`config.mk`:
```
export PLATFORM = sky130hd
export DESIGN_NAME = mc_main_control_flat
export DESIGN_NICKNAME = d
export VERILOG_FILES = /design/src/rtl/mips_pkg.sv /design/src/rtl/mc_main_control_if.sv /design/src/rtl/mc_state_decode.sv /design/src/rtl/mc_main_control.sv /design/src/flat_wrapper.sv
export SDC_FILE = /design/constraint.sdc
export NUM_CORES = 1
export LEC_CHECK = 0
export BUFFER_PORTS_ARGS = -buffer_cell sky130_fd_sc_hd__buf_4
export CORE_MARGIN = 4
export CORE_UTILIZATION = 42
export DETAILED_ROUTE_END_ITERATION = 8
export GPL_TIMING_DRIVEN = 0
export MAX_ROUTING_LAYER = met4
export PLACE_DENSITY = 0.81
export RECOVER_POWER = 25
export SETUP_SLACK_MARGIN = 0.3
export SYNTH_ARGS = -nofsm -noshare
export SYNTH_HDL_FRONTEND = slang
export SYNTH_HIERARCHICAL = 1
export SYNTH_SLANG_ARGS = --single-unit
```
`constraint.sdc`:
```
create_clock -name clk -period 4 [get_ports clk]
set_input_delay 0.4 -clock clk [delete_from_list [all_inputs] [get_ports clk]]
set_output_delay 0.4 -clock clk [all_outputs]
set_load 0.005 [all_outputs]
```
`src/rtl/mips_pkg.sv`:
```
// Shared constants and types for the multicycle MIPS control path:
// opcodes, ALU operation classes, mux selects, FSM states and the control vector.
package mips_pkg;

  localparam logic [5:0] OP_RTYPE = 6'b000000;
  localparam logic [5:0] OP_LW    = 6'b100011;
  localparam logic [5:0] OP_SW    = 6'b101011;
  localparam logic [5:0] OP_BEQ   = 6'b000100;
  localparam logic [5:0] OP_ADDI  = 6'b001000;
  localparam logic [5:0] OP_J     = 6'b000010;

  localparam logic [1:0] ALUOP_ADD   = 2'b00;
  localparam logic [1:0] ALUOP_SUB   = 2'b01;
  localparam logic [1:0] ALUOP_FUNCT = 2'b10;

  localparam logic [1:0] SRCB_B      = 2'b00;
  localparam logic [1:0] SRCB_FOUR   = 2'b01;
  localparam logic [1:0] SRCB_IMM    = 2'b10;
  localparam logic [1:0] SRCB_IMM_SH = 2'b11;

  localparam logic [1:0] PCSRC_ALU    = 2'b00;
  localparam logic [1:0] PCSRC_ALUOUT = 2'b01;
  localparam logic [1:0] PCSRC_JUMP   = 2'b10;

  // Encodings 13..15 are unused and recover to S_IDLE.
  typedef enum logic [3:0] {
    S_IDLE    = 4'd0,
    S_FETCH   = 4'd1,
    S_DECODE  = 4'd2,
    S_MEMADR  = 4'd3,
    S_MEMRD   = 4'd4,
    S_MEMWB   = 4'd5,
    S_MEMWR   = 4'd6,
    S_EXECUTE = 4'd7,
    S_ALUWB   = 4'd8,
    S_BRANCH  = 4'd9,
    S_ADDIEX  = 4'd10,
    S_ADDIWB  = 4'd11,
    S_JUMP    = 4'd12
  } state_e;

  typedef struct packed {
    logic       pc_en;
    logic       iord;
    logic       mem_write;
    logic       mem_read;
    logic       ir_write;
    logic       reg_dst;
    logic       mem_to_reg;
    logic       reg_write;
    logic       alu_src_a;
    logic [1:0] alu_src_b;
    logic [1:0] aluop;
    logic [1:0] pc_src;
    logic       retire;
    logic       illegal;
  } ctrl_t;

  function automatic logic op_legal(input logic [5:0] op);
    return (op == OP_RTYPE) || (op == OP_LW) || (op == OP_SW) ||
           (op == OP_BEQ) || (op == OP_ADDI) || (op == OP_J);
  endfunction

endpackage

```
`src/rtl/mc_main_control_if.sv`:
```
// Control-unit <-> datapath bundle: opcode/flags in, enables and mux selects out.
interface mc_main_control_if;
  logic [5:0] op;
  logic       zero;
  logic       mem_ready;
  logic       pc_en;
  logic       IorD;
  logic       MemWrite;
  logic       MemRead;
  logic       IRWrite;
  logic       RegDst;
  logic       MemtoReg;
  logic       RegWrite;
  logic       ALUSrcA;
  logic [1:0] ALUSrcB;
  logic [1:0] Aluop;
  logic [1:0] PCSrc;
  logic       retire;
  logic       illegal;

  modport master (
    input  op, zero, mem_ready,
    output pc_en, IorD, MemWrite, MemRead, IRWrite, RegDst, MemtoReg,
           RegWrite, ALUSrcA, ALUSrcB, Aluop, PCSrc, retire, illegal
  );

  modport slave (
    output op, zero, mem_ready,
    input  pc_en, IorD, MemWrite, MemRead, IRWrite, RegDst, MemtoReg,
           RegWrite, ALUSrcA, ALUSrcB, Aluop, PCSrc, retire, illegal
  );
endinterface

```
`src/rtl/mc_state_decode.sv`:
```
// Combinational state -> control vector decode. Moore outputs, with the
// memory-state strobes qualified by mem_ready and the DECODE illegal check.
module mc_state_decode
  import mips_pkg::*;
(
  input  state_e     state,
  input  logic [5:0] op,
  input  logic       zero,
  input  logic       mem_ready,
  output ctrl_t      ctrl
);

  logic pc_write;
  logic branch;

  always_comb begin
    ctrl     = '0;
    pc_write = 1'b0;
    branch   = 1'b0;
    case (state)
      S_FETCH: begin
        ctrl.mem_read  = 1'b1;
        ctrl.alu_src_b = SRCB_FOUR;
        ctrl.aluop     = ALUOP_ADD;
        ctrl.pc_src    = PCSRC_ALU;
        ctrl.ir_write  = mem_ready;
        pc_write       = mem_ready;
      end
      S_DECODE: begin
        ctrl.alu_src_b = SRCB_IMM_SH;
        ctrl.aluop     = ALUOP_ADD;
        // Unsupported opcodes retire straight out of DECODE.
        ctrl.illegal   = !op_legal(op);
        ctrl.retire    = !op_legal(op);
      end
      S_MEMADR, S_ADDIEX: begin
        ctrl.alu_src_a = 1'b1;
        ctrl.alu_src_b = SRCB_IMM;
        ctrl.aluop     = ALUOP_ADD;
      end
      S_MEMRD: begin
        ctrl.mem_read = 1'b1;
        ctrl.iord     = 1'b1;
      end
      S_MEMWB: begin
        ctrl.reg_write  = 1'b1;
        ctrl.mem_to_reg = 1'b1;
        ctrl.retire     = 1'b1;
      end
      S_MEMWR: begin
        ctrl.mem_write = 1'b1;
        ctrl.iord      = 1'b1;
        ctrl.retire    = mem_ready;
      end
      S_EXECUTE: begin
        ctrl.alu_src_a = 1'b1;
        ctrl.alu_src_b = SRCB_B;
        ctrl.aluop     = ALUOP_FUNCT;
      end
      S_ALUWB: begin
        ctrl.reg_write = 1'b1;
        ctrl.reg_dst   = 1'b1;
        ctrl.retire    = 1'b1;
      end
      S_BRANCH: begin
        ctrl.alu_src_a = 1'b1;
        ctrl.alu_src_b = SRCB_B;
        ctrl.aluop     = ALUOP_SUB;
        ctrl.pc_src    = PCSRC_ALUOUT;
        ctrl.retire    = 1'b1;
        branch         = 1'b1;
      end
      S_ADDIWB: begin
        ctrl.reg_write = 1'b1;
        ctrl.retire    = 1'b1;
      end
      S_JUMP: begin
        ctrl.pc_src = PCSRC_JUMP;
        ctrl.retire = 1'b1;
        pc_write    = 1'b1;
      end
      default: ;
    endcase
    ctrl.pc_en = pc_write | (branch & zero);
  end

endmodule

```
`src/rtl/mc_main_control.sv`:
```
// Multicycle MIPS main control: state register and next-state sequencing;
// output decode lives in mc_state_decode.
module mc_main_control
  import mips_pkg::*;
(
  input  logic               clk,
  input  logic               rst_n,
  mc_main_control_if.master  bus
);

  state_e state_q, state_d;
  ctrl_t  ctrl;

  mc_state_decode u_decode (
    .state     (state_q),
    .op        (bus.op),
    .zero      (bus.zero),
    .mem_ready (bus.mem_ready),
    .ctrl      (ctrl)
  );

  always_ff @(posedge clk) begin
    if (!rst_n) state_q <= S_IDLE;
    else        state_q <= state_d;
  end

  always_comb begin
    state_d = S_IDLE;
    case (state_q)
      S_IDLE:    state_d = S_FETCH;
      S_FETCH:   state_d = bus.mem_ready ? S_DECODE : S_FETCH;
      S_DECODE: begin
        case (bus.op)
          OP_LW, OP_SW: state_d = S_MEMADR;
          OP_RTYPE:     state_d = S_EXECUTE;
          OP_BEQ:       state_d = S_BRANCH;
          OP_ADDI:      state_d = S_ADDIEX;
          OP_J:         state_d = S_JUMP;
          default:      state_d = S_FETCH;
        endcase
      end
      S_MEMADR:  state_d = (bus.op == OP_SW) ? S_MEMWR : S_MEMRD;
      S_MEMRD:   state_d = bus.mem_ready ? S_MEMWB : S_MEMRD;
      S_MEMWR:   state_d = bus.mem_ready ? S_FETCH : S_MEMWR;
      S_EXECUTE: state_d = S_ALUWB;
      S_ADDIEX:  state_d = S_ADDIWB;
      S_MEMWB, S_ALUWB, S_BRANCH, S_ADDIWB, S_JUMP: state_d = S_FETCH;
      default:   state_d = S_IDLE;
    endcase
  end

  assign bus.pc_en    = ctrl.pc_en;
  assign bus.IorD     = ctrl.iord;
  assign bus.MemWrite = ctrl.mem_write;
  assign bus.MemRead  = ctrl.mem_read;
  assign bus.IRWrite  = ctrl.ir_write;
  assign bus.RegDst   = ctrl.reg_dst;
  assign bus.MemtoReg = ctrl.mem_to_reg;
  assign bus.RegWrite = ctrl.reg_write;
  assign bus.ALUSrcA  = ctrl.alu_src_a;
  assign bus.ALUSrcB  = ctrl.alu_src_b;
  assign bus.Aluop    = ctrl.aluop;
  assign bus.PCSrc    = ctrl.pc_src;
  assign bus.retire   = ctrl.retire;
  assign bus.illegal  = ctrl.illegal;

endmodule

```
`src/flat_wrapper.sv`:
```
// flat-port wrapper written by rule: the top's interface ports become plain ports
module mc_main_control_flat import mips_pkg::*;
  (clk, rst_n, bus_op, bus_zero, bus_mem_ready, bus_pc_en, bus_IorD, bus_MemWrite, bus_MemRead, bus_IRWrite, bus_RegDst, bus_MemtoReg, bus_RegWrite, bus_ALUSrcA, bus_ALUSrcB, bus_Aluop, bus_PCSrc, bus_retire, bus_illegal);
  mc_main_control_if bus_i ();
  input  logic clk;
  input  logic rst_n;
  input wire logic [$bits(bus_i.op)-1:0] bus_op;
  input wire logic [$bits(bus_i.zero)-1:0] bus_zero;
  input wire logic [$bits(bus_i.mem_ready)-1:0] bus_mem_ready;
  output wire logic [$bits(bus_i.pc_en)-1:0] bus_pc_en;
  output wire logic [$bits(bus_i.IorD)-1:0] bus_IorD;
  output wire logic [$bits(bus_i.MemWrite)-1:0] bus_MemWrite;
  output wire logic [$bits(bus_i.MemRead)-1:0] bus_MemRead;
  output wire logic [$bits(bus_i.IRWrite)-1:0] bus_IRWrite;
  output wire logic [$bits(bus_i.RegDst)-1:0] bus_RegDst;
  output wire logic [$bits(bus_i.MemtoReg)-1:0] bus_MemtoReg;
  output wire logic [$bits(bus_i.RegWrite)-1:0] bus_RegWrite;
  output wire logic [$bits(bus_i.ALUSrcA)-1:0] bus_ALUSrcA;
  output wire logic [$bits(bus_i.ALUSrcB)-1:0] bus_ALUSrcB;
  output wire logic [$bits(bus_i.Aluop)-1:0] bus_Aluop;
  output wire logic [$bits(bus_i.PCSrc)-1:0] bus_PCSrc;
  output wire logic [$bits(bus_i.retire)-1:0] bus_retire;
  output wire logic [$bits(bus_i.illegal)-1:0] bus_illegal;
  assign bus_i.op = bus_op;
  assign bus_i.zero = bus_zero;
  assign bus_i.mem_ready = bus_mem_ready;
  assign bus_pc_en = bus_i.pc_en;
  assign bus_IorD = bus_i.IorD;
  assign bus_MemWrite = bus_i.MemWrite;
  assign bus_MemRead = bus_i.MemRead;
  assign bus_IRWrite = bus_i.IRWrite;
  assign bus_RegDst = bus_i.RegDst;
  assign bus_MemtoReg = bus_i.MemtoReg;
  assign bus_RegWrite = bus_i.RegWrite;
  assign bus_ALUSrcA = bus_i.ALUSrcA;
  assign bus_ALUSrcB = bus_i.ALUSrcB;
  assign bus_Aluop = bus_i.Aluop;
  assign bus_PCSrc = bus_i.PCSrc;
  assign bus_retire = bus_i.retire;
  assign bus_illegal = bus_i.illegal;
  mc_main_control u_core (.clk(clk), .rst_n(rst_n), .bus(bus_i));
endmodule
```
==> results.txt, run 1 <==
- The routed layout has 776 vias.
- For this design, the sink count on the clock tree is 4.
* Largest registers: u_core/state_q x4
* Depth of the worst register-to-register path: 4
- Data required time at the worst endpoint: 3.60 ns
* Number of nets in the layout: 132
- For this block, the initial DRC count from the detailed router was 14.
* DP Area: 833 µm²
* Top post-synthesis cells by area: sky130_fd_sc_hd__dfxtp_1 13%, sky130_fd_sc_hd__nor4_1 5.1%, sky130_fd_sc_hd__o21ai_0 4.8%, sky130_fd_sc_hd__nand2_1 4.8%, sky130_fd_sc_hd__nor2_1 4.8%
* Final wirelength: 1770 µm
* TritonCTS clock tree: built
- Detail Placement HPWL: 1340 µm
- In this run the vertical extent of the chip is 46.4 µm.
- STA classifies the critical path endpoint as an output pin.
- The count of endpoints failing hold in the final timing report was 0.
- Final setup violating endpoints: 0
* TritonCTS buffer count: 3
* Reg-to-reg slack, setup: 2.48 ns
* Pin count of the biggest net entering global routing: 11
- Largest stage delay, worst path: 0.52 ns
* RSZ-0062 raised after global routing: no
- Non-Filler Cell Area, Final: 846 µm²
- Of the synthesized area, sequential elements account for 0.129.
* Count of buffers inserted at the top-level ports: 26
- Global-route usage over all layers: 0.179
* Vias in the first global route: 666
- Fin. max-slew vios: 0
- Cell chosen for the clock root: sky130_fd_sc_hd__clkbuf_4
- Flops & latches, synth: 4
* HP Start: rst_n
- On the final layout, the worst clock skew is 0.00200 ns.
- Of the total power, registers draw 0.291.
- The first detailed-routing pass took 4 iterations.
* Reg with most FFs: u_core/state_q
* Core footprint: 0.00135 mm²
- The filler cells instantiated in the layout total 139.
* Total congestion overflow after global routing: 0
- STA puts the critical path data arrival time at 1.73 ns.
- The number of antenna violations at the first check in global routing was 0.
* Critical R2R Capture: u_core/state_q[1]
- The number of antenna diodes in the final layout is 0.
- Cell row count: 13
- Part of the total power dissipated in the clock network: 0.312
- In this run the deepest clock path goes through 2 buffers.
- Max-cap violations in this run came to 0.
- Least-Margin Pin Slew: 0.428 ns
- For this design the total switching power over the nets is 0.0000509 W.
- Internal power comes to 0.000107 W.
* Avg Synthesized Cell Area: 6.81 µm²
- Top cells by instance count after synthesis: 8 x sky130_fd_sc_hd__nand2_1, 8 x sky130_fd_sc_hd__nor2_1, 6 x sky130_fd_sc_hd__inv_1, 6 x sky130_fd_sc_hd__o21ai_0
- Die span in x: 46.4 µm
- When the netlist entered floorplanning its net count stood at 101.
* YS warnings: 6
- The later pin in the worst-skew pair is clocked with a latency of 0.23 ns.
- The worst path meets setup with 1.87 ns of slack.
* Count of placed standard cells in the final layout, fillers left out: 135
- Counting both buffers and inverters, the worst setup path holds a total of 2.
- For this run, the leading register cell type out of synthesis is sky130_fd_sc_hd__dfxtp_1.
- In this run, synthesis inferred 0 flip-flops with an integrated enable.
- The flow ran to the end, and the final reports show no timing, DRC or antenna violations.
- The startpoint identified for the worst register-to-register timing path is u_core/state_q[0].
- Along the worst hold path, the cell count comes to 3.
* Worst path slowest cell: sky130_fd_sc_hd__dfxtp_1
* CP max FO: 9
- For this design the static power due to leakage is 0.362 nW.
* Largest delay contributor family on the critical path: flip-flops
- The synthesized netlist occupies a cell area of 619 µm².
- Buffers added to address setup during post-CTS repair amount to 0.
- The first global-routing pass estimated 2750 µm of wire.
- Of the total power, combinational logic draws 0.397.
- Of the post-synthesis cell area, the dominant cell type holds 0.129.
- Area growth, synth to finish: 36.6%
- IR analysis of the VDD net gives a maximum drop of 0.159 mV.
- The initial utilization of the core area, before any placement, comes to 0.459.
- Critical Path Start Type: flop
- Share of the core filled with cells in the final layout: 0.627
- Walking the worst path, the cells encountered are buf_2 -> nand2b_1 -> o21bai_2 -> o31ai_1 -> buf_4.
- Synth cell types: 38
- The worst pin sits at a relative slew slack of 0.707.
- In the final layout, the share of cells above drive strength 1 is 0.317.
- Worst min-delay path category: input pin to flop
* Clock slew seen by the registers of the worst setup and hold paths: 0.04 ns
- Setup TNS: 0 ns
* Final weighted congestion of routability-driven global placement: 0.824
* Die area: 0.00215 mm²
- Using the TritonRoute via totals, the vias-per-cell ratio works out to 5.75.
* Largest register FFs: 4
* Switching part of the total power: 0.322
* Post-layout min period: 2.13 ns
- Achievable clock frequency: 0.469 GHz
- H-tree Lvls: 1
- Detail-routed net length per standard cell: 13.1 µm
- Yosys top cell by area: sky130_fd_sc_hd__dfxtp_1
- For this design the ratio of total power to cell area is 187 mW/mm².
* Worst-case hold path end point: u_core/state_q[1]
- Once detail routing completed, the nets flagged for antenna violations numbered 0.
- I/O pin count: 27
- Synthesis handed over a netlist of 91 instances.
- After synthesis, the share of flip-flops with an asynchronous set or reset is 0.
* Worst setup timing slack at the placement stage: 2.15 ns
- Post-CTS Hold Fix Bufs: 0
* Post-cts repair resize count: 0
- Path type of the worst setup path: flop to output pin
- Post-route DRC: 0
* Share of the clock period used by the worst path: 0.533
- Including well taps, the total number of placed cells is 132.
[layout make-up]
| class | count | area [µm²] | area share |
|---|---|---|---|
| inverter | 6 | 22.5 | 0.0266 |
| sequential | 4 | 80.1 | 0.0947 |
| multi-input combinational | 74 | 473 | 0.559 |
| buffer | 7 | 33.8 | 0.0399 |
| tap | 15 | 18.8 | 0.0222 |
| clock buffer | 3 | 22.5 | 0.0266 |
| timing repair buffer | 26 | 195 | 0.231 |
[cell families after synthesis]
family,count (synthesis),share of synthesized area
AOI/OAI and AO/OA,26,0.297
xor gates and xnor gates,3,0.0424
adders and majority gates,1,0.0182
buffers and inverters,13,0.0949
DFF,4,0.129
muxes,1,0.0162
and+or+nand+nor,43,0.402
[metal layers]
layer  global-route usage  share of wire  vias to the layer above
met5                    -              0                        -
met4               0.0909              0                        0
met3               0.0156          0.099                        0
met2                0.305           0.50                       34
met1                0.206           0.40                      345
li1                     -              -                      397
[cell usage in the layout, fill, tap and decap left out]
cell type,count
sky130_fd_sc_hd__a2bb2oi_1,1
sky130_fd_sc_hd__clkbuf_4,3
sky130_fd_sc_hd__o211ai_1,1
sky130_fd_sc_hd__nor2b_1,3
sky130_fd_sc_hd__nand3_1,1
sky130_fd_sc_hd__o21ai_0,6
sky130_fd_sc_hd__mux2i_1,1
sky130_fd_sc_hd__o31a_1,1
sky130_fd_sc_hd__or4b_1,1
sky130_fd_sc_hd__and3_1,1
sky130_fd_sc_hd__xor2_1,2
sky130_fd_sc_hd__nand4b_1,1
sky130_fd_sc_hd__buf_2,3
sky130_fd_sc_hd__buf_4,27
sky130_fd_sc_hd__a21oi_1,3
sky130_fd_sc_hd__a2111oi_0,1
sky130_fd_sc_hd__nand2b_1,4
sky130_fd_sc_hd__nor4b_1,1
sky130_fd_sc_hd__o21bai_2,1
sky130_fd_sc_hd__o31ai_1,1
sky130_fd_sc_hd__nand2_1,8
sky130_fd_sc_hd__clkbuf_1,3
sky130_fd_sc_hd__nand2b_4,2
sky130_fd_sc_hd__a211oi_1,2
sky130_fd_sc_hd__nor2_1,8
sky130_fd_sc_hd__o22ai_1,4
sky130_fd_sc_hd__o41ai_1,1
sky130_fd_sc_hd__xnor2_1,1
sky130_fd_sc_hd__a31oi_1,2
sky130_fd_sc_hd__nand3b_1,1
sky130_fd_sc_hd__maj3_2,1
sky130_fd_sc_hd__nor3b_1,1
sky130_fd_sc_hd__nor4_1,5
sky130_fd_sc_hd__a31o_2,1
sky130_fd_sc_hd__inv_1,6
sky130_fd_sc_hd__nor3_1,4
sky130_fd_sc_hd__a32oi_1,1
sky130_fd_sc_hd__dfxtp_1,4
sky130_fd_sc_hd__and2_1,2
[per-stage QoR]
step           total power (W)  hold slack (ns)
3_5_place_dp          0.000110            0.633
3_3_place_gp          0.000108            0.628
2_1_floorplan        0.0000817            0.540
5_1_grt               0.000169            0.463
4_1_cts               0.000160            0.447
6_report              0.000158            0.463
[power by group through the flow]
| stage | clock [W] | combinational, W | sequential (W) |
|---|---|---|---|
| after global routing | 0.0000529 | 0.0000694 | 0.0000463 |
| after CTS | 0.0000512 | 0.0000635 | 0.0000458 |
| after detailed placement | 0 | 0.0000632 | 0.0000464 |
| after global placement | 0 | 0.0000616 | 0.0000463 |
| after floorplan | 0 | 0.0000364 | 0.0000453 |
| final | 0.0000493 | 0.0000627 | 0.0000460 |
[tightest hold or removal path, delay by kind of cell]
family	cells	cell delay (ns)
simple gates	1	0.07
buf+inv	1	0.13
compound gates	1	0.04
[how the worst max path moves through the flow]
| stage | start | end | slack, ns | depth (start not counted) |
|---|---|---|---|---|
| after global routing | u_core/state_q[1] | bus_retire | 1.73 | 5 |
| after CTS | u_core/state_q[1] | bus_retire | 1.89 | 5 |
| final | u_core/state_q[1] | bus_retire | 1.87 | 5 |
| after floorplan | u_core/state_q[1] | bus_retire | 2.42 | 4 |
| after detailed placement | u_core/state_q[1] | bus_retire | 2.15 | 5 |
| after global placement | u_core/state_q[1] | bus_retire | 2.17 | 5 |
Note: power is estimated with default switching activity, not from simulation.
==> run 2: changes to the inputs <==
==> constraint.sdc (replaced) <==
create_clock -name clk -period 2.1 [get_ports clk]
set_input_delay 0.21 -clock clk [delete_from_list [all_inputs] [get_ports clk]]
set_output_delay 0.21 -clock clk [all_outputs]
set_load 0.005 [all_outputs]
==> run 2 against run 1 <==
  * Final area increased by 2.4%
  * Final cell count unchanged
  * Clock power increased by 92%
  * Wire length increased by 2.4%
  * Clock skew about the same
  * Sequential share of layout area increased by 0.21 points
  * Die area unchanged
  * Sequential power increased by 90%
  * Global-route usage unchanged
  * Sequential cell count unchanged
==> results.txt, run 2 (synthesized netlist as in run 1, its figures left out) <==
- Status: finished clean
* RSZ-0062 raised after global routing: no
- TritonCTS built the clock tree.
* Number of nets in the layout: 132
* RR Startpoint: u_core/state_q[0]
- DP Area: 833 µm²
- For the pin with the worst max-slew slack, the measured transition is 0.439 ns.
- The clock passes through at most 2 buffers.
* First-pass detailed-route iteration total: 4
- Adding up every negative setup slack in the final design gives 0 ns.
- Worst skew pair latency: 0.23 ns
- Summing internal, switching and leakage power gives 0.000304 W.
- At the end of routability-driven placement, the weighted congestion stood at 0.824.
- Vias in the first global route: 666
- Together, buffers and inverters on the worst path number 2.
- Pin placement for this block handled 27 I/O pins.
- Measured against its own limit, the worst slew margin works out to 0.699.
- The top cell types in the final layout, fill and taps aside, are 27 x sky130_fd_sc_hd__buf_4, 8 x sky130_fd_sc_hd__nand2_1, 8 x sky130_fd_sc_hd__nor2_1, 6 x sky130_fd_sc_hd__o21ai_0, 6 x sky130_fd_sc_hd__inv_1.
* Most common library cell in the layout ignoring fill and taps: sky130_fd_sc_hd__buf_4
- For this run, design rule violations remaining after detail routing come to 0.
- Core footprint: 0.00135 mm²
- Cell Chain, Critical Path: buf_4 -> nand2b_1 -> o22ai_1 -> a31oi_1 -> o31ai_2 -> buf_4
- The count of endpoints failing hold in the final timing report came to 0.
* Clock Sink Count: 4
* Post-CTS Hold Fix Bufs: 0
- Across every metal layer, demand over resource in global routing totals 0.179.
- The die is 46.4 µm wide.
- Leakage power figure: 0.376 nW
* Vert. Die Dim: 46.4 µm
- The worst register-to-register path has a depth of 4.
- Clock slew seen by the registers of the worst setup and hold paths: 0.04 ns
* Overall via count from detail_route: 786
* Data required time at the worst endpoint: 1.89 ns
- Power density of the placed cells: 351 mW/mm²
- The first global-routing pass estimated 2750 µm of wire.
* Final setup skew: 0.00168 ns
* Largest registers: u_core/state_q x4
- CP max FO: 10
* Critical R2R Capture: u_core/state_q[1]
* Setup ws final: 0.341 ns
* Largest voltage drop on the vdd net: 0.303 mV
* TritonCTS buffer count: 3
- Largest register FFs: 4
- Reg with most FFs: u_core/state_q
* Critical Path Start Type: flop
- In this run the most critical hold path is launched from rst_n.
- The most numerous cell type found on the critical path is sky130_fd_sc_hd__buf_4.
* Largest stage delay, worst path: 0.48 ns
- The number of antenna violations at the first check in global routing came to 0.
- The tightest min-delay check is of the input pin to flop type.
* Area growth, synth to finish: 39.8%
- Based on the critical path, the design can be clocked at up to 0.568 GHz.
- Across all register-to-register paths, the minimum setup slack is 0.56 ns.
- Pin count of the biggest net entering global routing: 11
* Share of the clock period used by the worst path: 0.838
* Die area: 0.00215 mm²
- After the first detailed-routing iteration, the DRC count stood at 23.
- H-tree Lvls: 1
- Fin. max-slew vios: 0
- Final setup violating endpoints: 0
* Share of cells above drive strength 1: 0.350
- For this configuration, the core starts out at a cell density of 0.459.
* Crit path arrival time: 1.55 ns
* Ant diodes: 0
- Cell row count: 13
- Hold timing on the final database bottoms out at a slack of 0.260 ns.
- Final wirelength: 1810 µm
* Worst-case hold path end point: u_core/state_q[1]
- Prior to clock tree synthesis, the placed netlist has a worst setup slack of 0.439 ns.
- The worst setup path is of the flop to output pin kind.
- Number of violations of the max-capacitance limit: 0
- Count of buffers inserted at the top-level ports: 26
- Via-to-Cell Ratio: 5.82
- The finished cells cover 866 µm².
- Antenna viol nets, final: 0
* Total congestion overflow after global routing: 0
* WHS Path Cells: 3
- The worst setup path is captured at an output pin.
- Worst path slowest cell: sky130_fd_sc_hd__dfxtp_1
- Detail-routed net length per standard cell: 13.4 µm
* Largest delay contributor family on the critical path: flip-flops
* Cell chosen for the clock root: sky130_fd_sc_hd__clkbuf_4
- The routed design could run at a clock period as short as 1.76 ns.
- The HPWL after detailed placement is 1340 µm.
run 2: changes by cell type in the layout (fill, tap and decap cells not counted):
cell,delta
sky130_fd_sc_hd__o41ai_1,-1
sky130_fd_sc_hd__dfxtp_1,-1
sky130_fd_sc_hd__clkbuf_1,-1
sky130_fd_sc_hd__o31ai_2,+1
sky130_fd_sc_hd__clkbuf_4,+1
sky130_fd_sc_hd__o31ai_1,-1
sky130_fd_sc_hd__o41ai_2,+1
sky130_fd_sc_hd__dfxtp_4,+1
run 2: timing repair:
item                       4_1_cts  5_1_grt
setup endpoints to repair        5        4
hold endpoints to repair         0        0
resized for setup                1        5
setup buffers                    0        0
run 2: worst reg2reg max path, stage by stage (launching register included):
cell	delay, ns
sky130_fd_sc_hd__dfxtp_1	0.48
sky130_fd_sc_hd__clkbuf_1	0.43
sky130_fd_sc_hd__nor4b_1	0.30
sky130_fd_sc_hd__nand2_1	0.08
sky130_fd_sc_hd__a31oi_1	0.17
run 2: cell type report:
type                       count  area, µm²
buffer                         7       37.5
clock buffer                   3       22.5
fill                         135        484
inverter                       6       22.5
multi-input combinational     74        485
sequential                     4       83.8
tap                           15       18.8
timing repair buffer          26        195
run 2: where the power goes:
group,switching [W],internal (W),leakage [nW],total (W)
logic,0.0000606,0.0000614,0.329,0.000122
registers,0.00000777,0.0000794,0.0334,0.0000872
clock network,0.0000308,0.0000639,0.0138,0.0000947
total,0.0000992,0.000205,0.376,0.000304
run 2: worst max path at each step:
stage                                 start    endpoint  slack, ns  cells past startpoint
final                     u_core/state_q[0]  bus_retire       0.34                      6
after global routing      u_core/state_q[0]  bus_retire       0.26                      6
after CTS                 u_core/state_q[1]  bus_retire       0.31                      5
after detailed placement  u_core/state_q[1]  bus_retire       0.44                      5
after global placement    u_core/state_q[1]  bus_retire       0.46                      5
after floorplan           u_core/state_q[1]  bus_retire       0.71                      4
run 2: metrics by stage:
step	cells	util
after floorplan	91	-
after global placement	132	0.617
after detailed placement	132	0.617
after CTS	135	0.635
after global routing	135	0.641
final	135	0.641
run 2: routing by layer:
metal / wire [µm] / global-route usage / up-vias
met2: 881 / 0.305 / 35
met3: 180 / 0.0156 / 4
li1: - / - / 395
met1: 739 / 0.206 / 352
met5: 0 / - / -
met4: 12 / 0.0909 / 0
==> run 3: changes to the inputs <==
==> constraint.sdc (replaced) <==
create_clock -name clk -period 1.83 [get_ports clk]
set_input_delay 0.183 -clock clk [delete_from_list [all_inputs] [get_ports clk]]
set_output_delay 0.183 -clock clk [all_outputs]
set_load 0.005 [all_outputs]
==> run 3 against run 2 <==
  * Total power up 23%
  * Die area unchanged
  * Sequential share of layout area down 0.72 points
  * Core utilization up 6.2 points
  * Setup slack worse by 0.14 ns
  * Clock power up 13%
  * Register-to-register slack worse by 0.21 ns
  * Combinational power up 39%
  * Clock skew down 0.00080 ns
  * Sequential cell count unchanged
==> results.txt, run 3 (synthesized netlist as in run 1, its figures left out) <==
* Status: finished clean
- The final layout contains routed wiring with a total length of 1960 µm.
- Wire length of the first global-routing pass: 2860 µm
* Critical path capture point type: output pin
- Clock Sink Count: 4
* Number of violations of the max-capacitance limit: 0
- Global-route usage over all layers: 0.186
- Share of cells above drive strength 1: 0.408
* TritonCTS clock tree: built
- Reg with most FFs: u_core/state_q
- At the worst endpoint, the arrival time is 1.45 ns.
* Top library cells by usage in the layout, fill and taps aside: 31 x sky130_fd_sc_hd__buf_4, 8 x sky130_fd_sc_hd__nand2_1, 8 x sky130_fd_sc_hd__nor2_1, 6 x sky130_fd_sc_hd__inv_1
- The count of endpoints failing hold in the final timing report came to 0.
- Clock skew on the completed layout was measured at 0.000881 ns.
- Detail-routed net length per standard cell: 14.0 µm
- From left edge to right edge, the die measures 46.4 µm.
* Internal Dissipation: 0.000254 W
- The critical path crosses 6 cells after its start point.
- In this run the tool buffered the top-level ports with 26 buffer cells.
* Cell Chain, Critical Path: buf_6 -> nand2b_4 -> o22ai_2 -> a31oi_1 -> o31ai_2 -> buf_4
- The number of antenna violations at the first check in global routing is 0.
- Buffers inserted to repair hold after CTS numbered 0.
- Achievable clock frequency: 0.613 GHz
* Part of the total power dissipated in the clock network: 0.288
* Path type of the worst setup path: flop to output pin
- Summing all multi-input logic gate instances after layout gives 510 µm².
* Critical R2R Capture: u_core/state_q[1]
- Worst setup startpoint: u_core/state_q[0]
* CP max FO: 8
* Largest voltage drop on the vdd net: 0.402 mV
- The number of antenna diodes in the final layout is 0.
* Setup TNS: 0 ns
* Share of the clock period used by the worst path: 0.891
- The share of total power dissipated in sequential elements is 0.260.
* Least-Margin Pin Slew: 0.442 ns
- Antenna viol nets, final: 0
- The startpoint identified for the worst register-to-register timing path is u_core/state_q[0].
- Via-to-Cell Ratio: 5.84
* Starting utilization of the core area: 0.459
* Seq. cell area: 85.1 µm²
- Initial DRC count: 17
- Destination of the critical timing path: bus_retire
- Overall via count from detail_route: 818
- The slowest stage of the critical path belongs to the cell sky130_fd_sc_hd__dfxtp_1.
- Vias in the first global route: 693
- Maximum clock path buffer count: 2
* Area growth, synth to finish: 53.3%
* Worst skew pair latency: 0.23 ns
- The pre-antenna-repair detailed-routing pass consisted of 4 iterations.
- Across all register-to-register paths, the minimum setup slack is 0.35 ns.
- Once detailed placement completed, the half-perimeter wirelength came to 1340 µm.
- Post-layout min period: 1.63 ns
- Core footprint: 0.00135 mm²
- The largest single stage delay on the critical path is 0.45 ns.
* Data required time at the worst endpoint: 1.65 ns
- Global routing finished with a remaining overflow of 0.
* Share of the core filled with cells in the final layout: 0.703
* Slew Limit Headroom: 0.698
- Entering global routing, the biggest net connects 11 pins.
- The kind of cell with the highest combined delay along the critical path is flip-flops.
- In this run the worst hold path is classified as input pin to flop.
- In this run the core area contains 13 standard-cell rows.
- TritonCTS buffer count: 3
- Clock tree synthesis selected as its root buffer the cell sky130_fd_sc_hd__clkbuf_4.
- The share of total power dissipated in combinational logic is 0.452.
- Final weighted congestion of routability-driven global placement: 0.824
- Power density of the placed cells: 392 mW/mm²
- Largest register FFs: 4
* Switching part of the total power: 0.318
* H-tree Lvls: 1
- Die area: 0.00215 mm²
* Leakage power figure: 0.419 nW
* Most common library cell in the layout ignoring fill and taps: sky130_fd_sc_hd__buf_4
- Number of nets in the layout: 137
- The die is 46.4 µm tall.
* Clock slew seen by the registers of the worst setup and hold paths: 0.04 ns
* FILL cells: 119
- After detailed routing, the number of remaining DRC violations is 0.
- RSZ-0062 raised after global routing: yes
- Depth of the worst register-to-register path: 4
- The worst setup path is launched from a flop.
* Fin. max-slew vios: 0
- The largest registers in the layout are u_core/state_q x4.
- During I/O placement, the number of pins put on the boundary was 27.
* Net Switching: 0.000119 W
- The number of buffers and inverters on the critical path is 2.
- Setup violations remaining at the end of the flow were counted as 0.
[run 3: what timing repair did]
item | CTS | global route
buffers inserted | 2 | 3
endpoints found under the setup margin | 11 | 5
pin swaps | 3 | 4
resized for setup | 11 | 10
[run 3: worst reg2reg max path, stage by stage (launching register included)]
cell and delay (ns):
sky130_fd_sc_hd__dfxtp_1 0.45, sky130_fd_sc_hd__clkbuf_1 0.40, sky130_fd_sc_hd__nor4b_1 0.29, sky130_fd_sc_hd__nand2_1 0.08
sky130_fd_sc_hd__a31oi_1 0.17
[run 3: power groups by stage]
| stage | combinational (W) | sequential [W] | clock, W |
|---|---|---|---|
| finish | 0.000169 | 0.0000967 | 0.000107 |
| global route | 0.000184 | 0.0000972 | 0.000116 |
| CTS | 0.000153 | 0.0000980 | 0.000112 |
| detailed placement | 0.000138 | 0.000101 | 0 |
| global placement | 0.000135 | 0.000101 | 0 |
| floorplan | 0.0000795 | 0.0000990 | 0 |
[run 3: area by class of cell]
| cell class | count | area share |
|---|---|---|
| sequential | 4 | 0.0896 |
| buffer | 7 | 0.0567 |
| timing repair buffer | 31 | 0.249 |
| clock buffer | 3 | 0.0237 |
| tap | 15 | 0.0198 |
| inverter | 6 | 0.0237 |
| multi-input combinational | 74 | 0.538 |
[run 3: per-stage QoR]
step	hold WS, ns	cells	setup slack (ns)	total power [W]	cell area, µm²
after floorplan	0.323	91	0.471	0.000179	619
after global placement	0.454	132	0.213	0.000236	833
after detailed placement	0.456	132	0.196	0.000240	833
after CTS	0.229	137	0.295	0.000363	911
after global routing	0.241	140	0.154	0.000397	950
final	0.237	140	0.199	0.000372	950
[run 3: how the worst min path moves through the flow]
stage                from                 to  slack (ns)  cells past startpoint
floorplan           rst_n  u_core/state_q[0]        0.32                      2
global placement    rst_n  u_core/state_q[3]        0.45                      3
detailed placement  rst_n  u_core/state_q[3]        0.46                      3
CTS                 rst_n  u_core/state_q[1]        0.23                      3
global route        rst_n  u_core/state_q[1]        0.24                      3
finish              rst_n  u_core/state_q[1]        0.24                      3
[run 3: layer usage]
metal	up-vias	global-route usage	part of all wire
met1	376	0.211	0.41
met4	0	0.0966	0
li1	407	-	-
met3	0	0.0156	0.080
met2	35	0.319	0.51
met5	-	-	0
